$ cat config.mk
export PLATFORM = sky130hd
export DESIGN_NAME = root_unit_flat
export DESIGN_NICKNAME = d
export VERILOG_FILES = /design/src/rtl/root_unit_if.sv /design/src/rtl/root_unit.sv /design/src/flat_wrapper.sv
export SDC_FILE = /design/constraint.sdc
export NUM_CORES = 2
export LEC_CHECK = 0
export ABC_AREA = 1
export ABC_CLOCK_PERIOD_IN_PS = 31500
export BUFFER_PORTS_ARGS = -buffer_cell sky130_fd_sc_hd__buf_4
export CAP_MARGIN = 5
export CORE_AREA = 2 2 194 338
export CTS_CLUSTER_SIZE = 12
export DETAILED_ROUTE_END_ITERATION = 8
export DIE_AREA = 0 0 196 340
export PLACE_DENSITY = 0.66
export SKIP_CTS_REPAIR_TIMING = 1
export SYNTH_ARGS = -nofsm -noshare
export SYNTH_HDL_FRONTEND = slang
export SYNTH_SLANG_ARGS = --single-unit
$ cat constraint.sdc
create_clock -name clk -period 31.5 [get_ports clk]
set_input_delay 9.45 -clock clk [delete_from_list [all_inputs] [get_ports clk]]
set_output_delay 9.45 -clock clk [all_outputs]
set_load 0.02 [all_outputs]
$ cat src/rtl/root_unit_if.sv
// Handshake bundle for root_unit: operation request (start/mode/num) and
// result/status (busy/done/root/rem).
interface root_unit_if #(
  parameter int WIDTH = 32
);
  localparam int RW = (WIDTH + 1) / 2;

  logic             start;
  logic             mode;
  logic [WIDTH-1:0] num;
  logic             busy;
  logic             done;
  logic [RW-1:0]    root;
  logic [WIDTH-1:0] rem;

  modport master (
    output start, mode, num,
    input  busy, done, root, rem
  );

  modport slave (
    input  start, mode, num,
    output busy, done, root, rem
  );
endinterface

$ cat src/rtl/root_unit.sv
// Sequential floor square/cube root with remainder, one result bit per clock
// (restoring trial method), shared between both root kinds via the mode input.
module root_unit #(
  parameter int WIDTH = 32,
  parameter int RW    = (WIDTH + 1) / 2
) (
  input  logic       clk,
  input  logic       rst,
  root_unit_if.slave bus
);
  localparam int NSQ = (WIDTH + 1) / 2;
  localparam int NCU = (WIDTH + 2) / 3;
  localparam int PW  = 3 * RW;
  localparam int IW  = (RW > 1) ? $clog2(RW) : 1;

  typedef enum logic {
    IDLE,
    CALC
  } state_t;

  state_t           state_reg, state_next;
  logic [WIDTH-1:0] num_reg, num_next;
  logic             mode_reg, mode_next;
  logic [IW-1:0]    idx_reg, idx_next;
  logic [RW-1:0]    part_reg, part_next;
  logic [PW-1:0]    pow_reg, pow_next;
  logic [RW-1:0]    root_reg, root_next;
  logic [WIDTH-1:0] rem_reg, rem_next;
  logic             done_reg, done_next;

  logic [RW-1:0] trial;
  logic [PW-1:0] trial_ext;
  logic [PW-1:0] trial_sq;
  logic [PW-1:0] trial_cu;
  logic [PW-1:0] power;
  logic [PW-1:0] num_ext;
  logic [PW-1:0] final_pow;
  logic          keep;

  // Trial power is formed at 3*RW bits so even the cube of the widest trial fits.
  always_comb begin
    trial     = part_reg | (RW'(1) << idx_reg);
    trial_ext = PW'(trial);
    trial_sq  = trial_ext * trial_ext;
    trial_cu  = trial_sq * trial_ext;
    power     = mode_reg ? trial_cu : trial_sq;
    num_ext   = PW'(num_reg);
    keep      = (power <= num_ext);
    // pow_reg tracks partial^k, so the final power needs no extra multiplier.
    final_pow = keep ? power : pow_reg;
  end

  always_comb begin
    state_next = state_reg;
    num_next   = num_reg;
    mode_next  = mode_reg;
    idx_next   = idx_reg;
    part_next  = part_reg;
    pow_next   = pow_reg;
    root_next  = root_reg;
    rem_next   = rem_reg;
    done_next  = 1'b0;

    case (state_reg)
      IDLE: begin
        if (bus.start) begin
          num_next   = bus.num;
          mode_next  = bus.mode;
          part_next  = '0;
          pow_next   = '0;
          idx_next   = bus.mode ? IW'(NCU - 1) : IW'(NSQ - 1);
          state_next = CALC;
        end
      end
      CALC: begin
        part_next = keep ? trial : part_reg;
        pow_next  = final_pow;
        if (idx_reg == '0) begin
          root_next  = keep ? trial : part_reg;
          rem_next   = WIDTH'(num_ext - final_pow);
          done_next  = 1'b1;
          state_next = IDLE;
        end else begin
          idx_next = idx_reg - IW'(1);
        end
      end
      default: state_next = IDLE;
    endcase
  end

  always_ff @(posedge clk) begin
    if (rst) begin
      state_reg <= IDLE;
      num_reg   <= '0;
      mode_reg  <= 1'b0;
      idx_reg   <= '0;
      part_reg  <= '0;
      pow_reg   <= '0;
      root_reg  <= '0;
      rem_reg   <= '0;
      done_reg  <= 1'b0;
    end else begin
      state_reg <= state_next;
      num_reg   <= num_next;
      mode_reg  <= mode_next;
      idx_reg   <= idx_next;
      part_reg  <= part_next;
      pow_reg   <= pow_next;
      root_reg  <= root_next;
      rem_reg   <= rem_next;
      done_reg  <= done_next;
    end
  end

  assign bus.busy = (state_reg == CALC);
  assign bus.done = done_reg;
  assign bus.root = root_reg;
  assign bus.rem  = rem_reg;
endmodule

$ cat src/flat_wrapper.sv
// flat-port wrapper written by rule: the top's interface ports become plain ports
module root_unit_flat 
#(
  parameter int WIDTH = 32,
  parameter int RW    = (WIDTH + 1) / 2
)
  (clk, rst, bus_start, bus_mode, bus_num, bus_busy, bus_done, bus_root, bus_rem);
  root_unit_if #(.WIDTH(WIDTH)) bus_i ();
  input  logic clk;
  input  logic rst;
  input wire logic [$bits(bus_i.start)-1:0] bus_start;
  input wire logic [$bits(bus_i.mode)-1:0] bus_mode;
  input wire logic [$bits(bus_i.num)-1:0] bus_num;
  output wire logic [$bits(bus_i.busy)-1:0] bus_busy;
  output wire logic [$bits(bus_i.done)-1:0] bus_done;
  output wire logic [$bits(bus_i.root)-1:0] bus_root;
  output wire logic [$bits(bus_i.rem)-1:0] bus_rem;
  assign bus_i.start = bus_start;
  assign bus_i.mode = bus_mode;
  assign bus_i.num = bus_num;
  assign bus_busy = bus_i.busy;
  assign bus_done = bus_i.done;
  assign bus_root = bus_i.root;
  assign bus_rem = bus_i.rem;
  root_unit #(.WIDTH(WIDTH), .RW(RW)) u_core (.clk(clk), .rst(rst), .bus(bus_i));
endmodule
# ---- After elaboration in Yosys (flattened, before gate mapping)
# Cells that the tools add are included.
dict set report classes {
  n_addsub 2
  multipliers 2
  magnitude_cmp 1
  n_eq_ne 2
  shift 1
  n_mux 15
  bitwise_logic 2
  reduce_logical 5
}
# op count
set op_table {}
lappend op_table {{$mux W48} 3}
lappend op_table {{$pmux W48 S2} 1}
lappend op_table {{$le A48 B32 Y1} 1}
lappend op_table {{$mul A32 B16 Y48} 1}
lappend op_table {{$mul A16 B16 Y32} 1}
lappend op_table {{$mux W16} 2}
lappend op_table {{$pmux W16 S2} 1}
lappend op_table {{$sub A32 B32 Y32} 1}
lappend op_table {{$or A16 B16 Y16} 1}
lappend op_table {{$shl A1 B4 Y16 const A} 1}
lappend op_table {{$mux W4} 2}
lappend op_table {{$pmux W4 S2} 1}
lappend op_table {{$reduce_and A2 Y1} 3}
lappend op_table {{$logic_not A4 Y1} 1}
lappend op_table {{$ne A2 B2 Y1 const B} 2}
lappend op_table {{$sub A4 B1 Y4 const B} 1}
lappend op_table {{$mux W1} 3}
lappend op_table {{$mux W3} 1}
lappend op_table {{$pmux W1 S2} 1}
lappend op_table {{$reduce_or A2 Y1} 1}
lappend op_table {{$not A1 Y1} 1}
dict set report totals {
  ff_bits 151
  input_bits 36
  output_inout_bits 50
  elab_cells 39
}

# ---- Depth between registers and ports, before layout
dict set report depth {
  word_depth 8
  mapped_depth 87
  mapped_depth_nobuf 84
}

# ---- Least setup slack after synthesis
# Ideal clock, no wire load.
dict set report synth_path {
  path_type {flip-flop to flip-flop}
  start {register u_core.idx_reg[3]}
  end {register u_core.rem_reg[30] (netlist: u_core.bus.rem[30])}
  setup_ps 115
  arrival_ps 14935
  required_time_ps 31385
  path_slack_ps 16450
  stages_incl_launch_ff 76
  n_path_buf 5
  synth_period_minus_slack_ps 15050
  path_cell_list {dfxtp_1 > inv_1 > clkbuf_1 > a31oi_1 > inv_1 > clkbuf_1 > buf_1 > nand2_1 > fa_1 > fa_1 > inv_1 > fa_1 > fa_1 > fa_1 > inv_1 > fa_1 > inv_1 > ha_1 > [... 40 more ...] > nand2_4 > buf_6 > o21ai_1 > ha_1 > inv_1 > fa_1 > nand3_1 > nand2_1 > a21oi_1 > o21ai_0 > a21oi_1 > o21ai_0 > a21oi_1 > o21ai_0 > nand2_1 > a21oi_1 > o21ai_0 > inv_1}
}
dict set report synth_between {
  elab_chain_cells 8
  word_cells_on_any_way 10
  cone_classes {add/sub (1); mul (2); order compare (1); shift (1); mux (2); bitwise (1); reduce/logical (2)}
}
# item line_no
set synth_lines {}
lappend synth_lines {{start, declared} root_unit.sv:24} ;# logic [IW-1:0] idx_reg, idx_next;
lappend synth_lines {{start signal, assigned} root_unit.sv:106} ;# idx_reg <= idx_next;
lappend synth_lines {{$shl A1 B4 Y16} root_unit.sv:42} ;# trial = part_reg | (RW'(1) << idx_reg);
lappend synth_lines {{$or A16 B16 Y16} root_unit.sv:42}
lappend synth_lines {{$mul A16 B16 Y32} root_unit.sv:44} ;# trial_sq = trial_ext * trial_ext;
lappend synth_lines {{$mul A32 B16 Y48} root_unit.sv:45} ;# trial_cu = trial_sq * trial_ext;
lappend synth_lines {{$mux W48} root_unit.sv:46} ;# power = mode_reg ? trial_cu : trial_sq;
lappend synth_lines {{$le A48 B32 Y1} root_unit.sv:48} ;# keep = (power <= num_ext);
lappend synth_lines {{$mux W48} root_unit.sv:50} ;# final_pow = keep ? power : pow_reg;
lappend synth_lines {{$sub A32 B32 Y32} root_unit.sv:80} ;# rem_next = WIDTH'(num_ext - final_pow);
lappend synth_lines {{end signal, assigned} root_unit.sv:110} ;# rem_reg <= rem_next;
lappend synth_lines {{end, declared} root_unit.sv:28} ;# logic [WIDTH-1:0] rem_reg, rem_next;
# Several ways; a longest one is shown, not always the timed one.
# A chain may end at the register's enable or synchronous reset.

# ---- Worst setup path after layout
dict set report layout_path {
  start {register u_core.idx_reg[2]}
  end {register u_core.rem_reg[30] (netlist: u_core.bus.rem[30])}
}
# Same word-level chain as after synthesis.

==> flow_metrics.tcl <==
set metrics [dict create \
    power.total_uw 947 \
    yosys.area.top_type "fa_1" \
    clock_path_buffers 2 \
    io_pins 86 \
    hold_viol_final 0 \
    critPathRequiredTime_ps 31830 \
    synthAdderAreaFrac_pct 47.3 \
    worstMarginPinSlew_ps 1240 \
    fin_worst_skew_ps 11.0 \
    powerDensity_mw_per_mm2 28.1 \
    synth-xor-area-share_pct 1.60 \
    coreArea_sq_mm 0.0640 \
    grt_pass1_wl_mm 166 \
    netSwitchingFraction_pct 51.1 \
    seqPwrFrac_pct 20.6 \
    timing.rr.start "u_core.idx_reg[2]" \
    arrival_ps 19840 \
    drv_cap 0 \
    clk_pin_slew_ps 60 \
    finalCritPeriodShare_pct 61.9 \
    routed_wl_mm 106 \
    first_iter_violations 1441 \
    setup_viol 0 \
    h-tree-depth 4 \
    ff2ff_setup_slack_ps 11990 \
    via_count 27692 \
    clockPowerShare_pct 21.1 \
    hpwl_mm 88.1 \
    syn_inst 4258 \
    critPathSlowestCell "nor4_1" \
    die-area_sq_mm 0.0666 \
    crit_end "u_core.bus.rem[30]" \
    synthDistinctLibCells 48 \
    synthSimpleGateAreaFrac_pct 19.7 \
    start_kind "flip-flop" \
    cpPeakStageDelay_ps 710 \
    dieHeight_microns 340 \
    synth_top_family_by_area "adder cells" \
    drv_slew 0 \
    dieWidth_microns 196 \
    synth-async-reset-ratio_pct 0 \
    synth_most_common_cell "inv_1" \
    syn2layout_area_growth_pct 6.25 \
    avgSynthCellArea_sq_um 7.44 \
    end_kind "flip-flop" \
    grt_pass1_vias 30151 \
    grt_setup_unrepaired "no" \
    synth_edf_count 0 \
    hold_path_class "reg2reg" \
    synth.top_cells.by_count "inv_1 (996), nand2_1 (993), fa_1 (566)" \
    synth.cell_area_sq_mm 0.0317 \
    nFillCells 6343 \
    gr-total-overflow 0 \
    synthMuxAreaShare_pct 0 \
    synth_compound_area_share_pct 8.99 \
    antenna_found_initial 0 \
    drt_drc_violations_left 0 \
    yosysWarnings 0 \
    fmax_mhz 51.3 \
    ys_ff_latch 135 \
    crit_top_cell "nand2_1" \
    clock-root-buffer "clkbuf_16" \
    path_max_fanout 62 \
    place_congestion 0.988 \
    status "finished clean" \
    grt_max_degree 80 \
    critical_path.startpoint "u_core.idx_reg[2]" \
    max_slew_margin_pct 16.4 \
    yosysSeqAreaShare_pct 8.53 \
    port-buffer-count 85 \
    dr.pass1.iters 8 \
    intPower_uw 463 \
    grt_usage_pct 33.1 \
    crit_type "reg2reg" \
    numCtsBuffers 17 \
    drive_above_1_share_pct 5.65 \
    r2r-end "u_core.bus.rem[30]" \
    synthFlopType "dfxtp_1" \
    clock_sinks 135 \
    vdd_drop_max_uv 69.6 \
    p_sw_uw 484 \
    cts_tree "yes" \
    combPwrFrac_pct 58.2 \
    wl_per_cell_microns 20.9 \
    setup-tns-final_ps 0 \
    clock_insertion_delay_worst_skew_ps 450 \
    ant_nets 0 \
    synth.area.top_cells "fa_1 (36%), inv_1 (12%), nand2_1 (12%)" \
    fin_crit_ps 19510 \
    viasPerCell 5.45 \
    total_leakage_power_uw 0.0183 \
    r2r_cells 73 \
    row_count 123 \
    finalNetCount 5147 \
    yosys.area.top_type_share_pct 35.8 \
    start_util_pct 49.5 \
]
==> stage by stage <==
stage	util, %	std cells	cell area (sq um)	hold slack (ps)	setup WS (ps)
3_5_place_dp	51.7	5047	33100	455	12250
2_1_floorplan	-	4259	31700	426	16450
4_1_cts	52.6	5079	33700	463	12180
3_3_place_gp	51.7	5047	33100	446	12430
5_1_grt	52.6	5079	33700	486	10920
6_report	52.6	5080	33700	461	11990
==> per-layer routing <==
metal	share of wire, %	global-route usage, %
met4	11	28.9
met2	53	62.4
met5	0	0
met1	32	31.4
met3	4.6	3.82
==> power by group through the flow <==
stage	Clock [uW]	Sequential (uW)	Combinational [uW]
detailed placement	0	199	539
floorplan	0	202	353
global placement	0	198	539
CTS	203	195	544
global route	210	197	601
finish	200	195	551
==> worst max-delay path: cells and delay by family (launching register included) <==
kind / cells / cell delay [ps]
fa+ha+maj: 16 / 6960
xor+xnor: 2 / 260
compound gates: 12 / 3210
buf+inv: 16 / 3390
simple gates: 27 / 4920
flops: 1 / 600
==> worst min path at each step <==
stage / start / endpoint / slack (ps) / cells after the start
2_1_floorplan: u_core.pow_reg[0] / u_core.pow_reg[0] / 430 / 2
3_3_place_gp: u_core.pow_reg[1] / u_core.pow_reg[1] / 450 / 2
3_5_place_dp: u_core.pow_reg[0] / u_core.pow_reg[0] / 460 / 2
4_1_cts: u_core.pow_reg[0] / u_core.pow_reg[0] / 460 / 2
5_1_grt: u_core.pow_reg[1] / u_core.pow_reg[1] / 490 / 2
6_report: u_core.pow_reg[1] / u_core.pow_reg[1] / 460 / 2
==> cell type report <==
class | count | area [sq um] | area share [%]
Timing Repair Buffer | 120 | 901 | 2.68
Sequential cell | 135 | 2700 | 8.03
Antenna cell | 1 | 2.50 | 0.00744
Inverter | 1015 | 3810 | 11.3
Tap cell | 812 | 1020 | 3.02
Clock inverter | 13 | 134 | 0.398
Clock buffer | 19 | 443 | 1.32
Multi-Input combinational cell | 2965 | 24600 | 73.2
==> cell families (layout without fill, tap and decap cells) <==
family,after synthesis,in the layout
xor gates and xnor gates,58,58
other,1,3
buffers and inverters,1159,1167
AOI/OAI and AO/OA,507,507
adders and majority gates,857,857
and+or+nand+nor,1541,1541
DFF,135,135
==> cells in the final DEF (no fill, tap or decap), types with 7 or more instances in the layout <==
cell,synthesis,routed
a21o_1,10,10
a21oi_1,170,170
a31oi_1,14,11
buf_4,3,120
clkbuf_16,0,17
clkinv_1,11,12
dfxtp_1,135,135
fa_1,566,566
ha_1,291,291
inv_1,996,994
inv_2,7,8
nand2_1,993,993
nand3_1,131,131
nand4_1,18,18
nor2_1,312,311
nor2_2,11,12
nor3_1,11,11
nor4_1,9,9
o211ai_1,17,17
o21a_1,17,17
o21ai_0,153,153
o21ai_1,68,64
o21ai_2,22,23
o21bai_1,22,22
or2_0,7,7
or2_2,26,26
xnor2_1,23,23
xor2_1,35,34
Power figures use the tool's default switching activity.
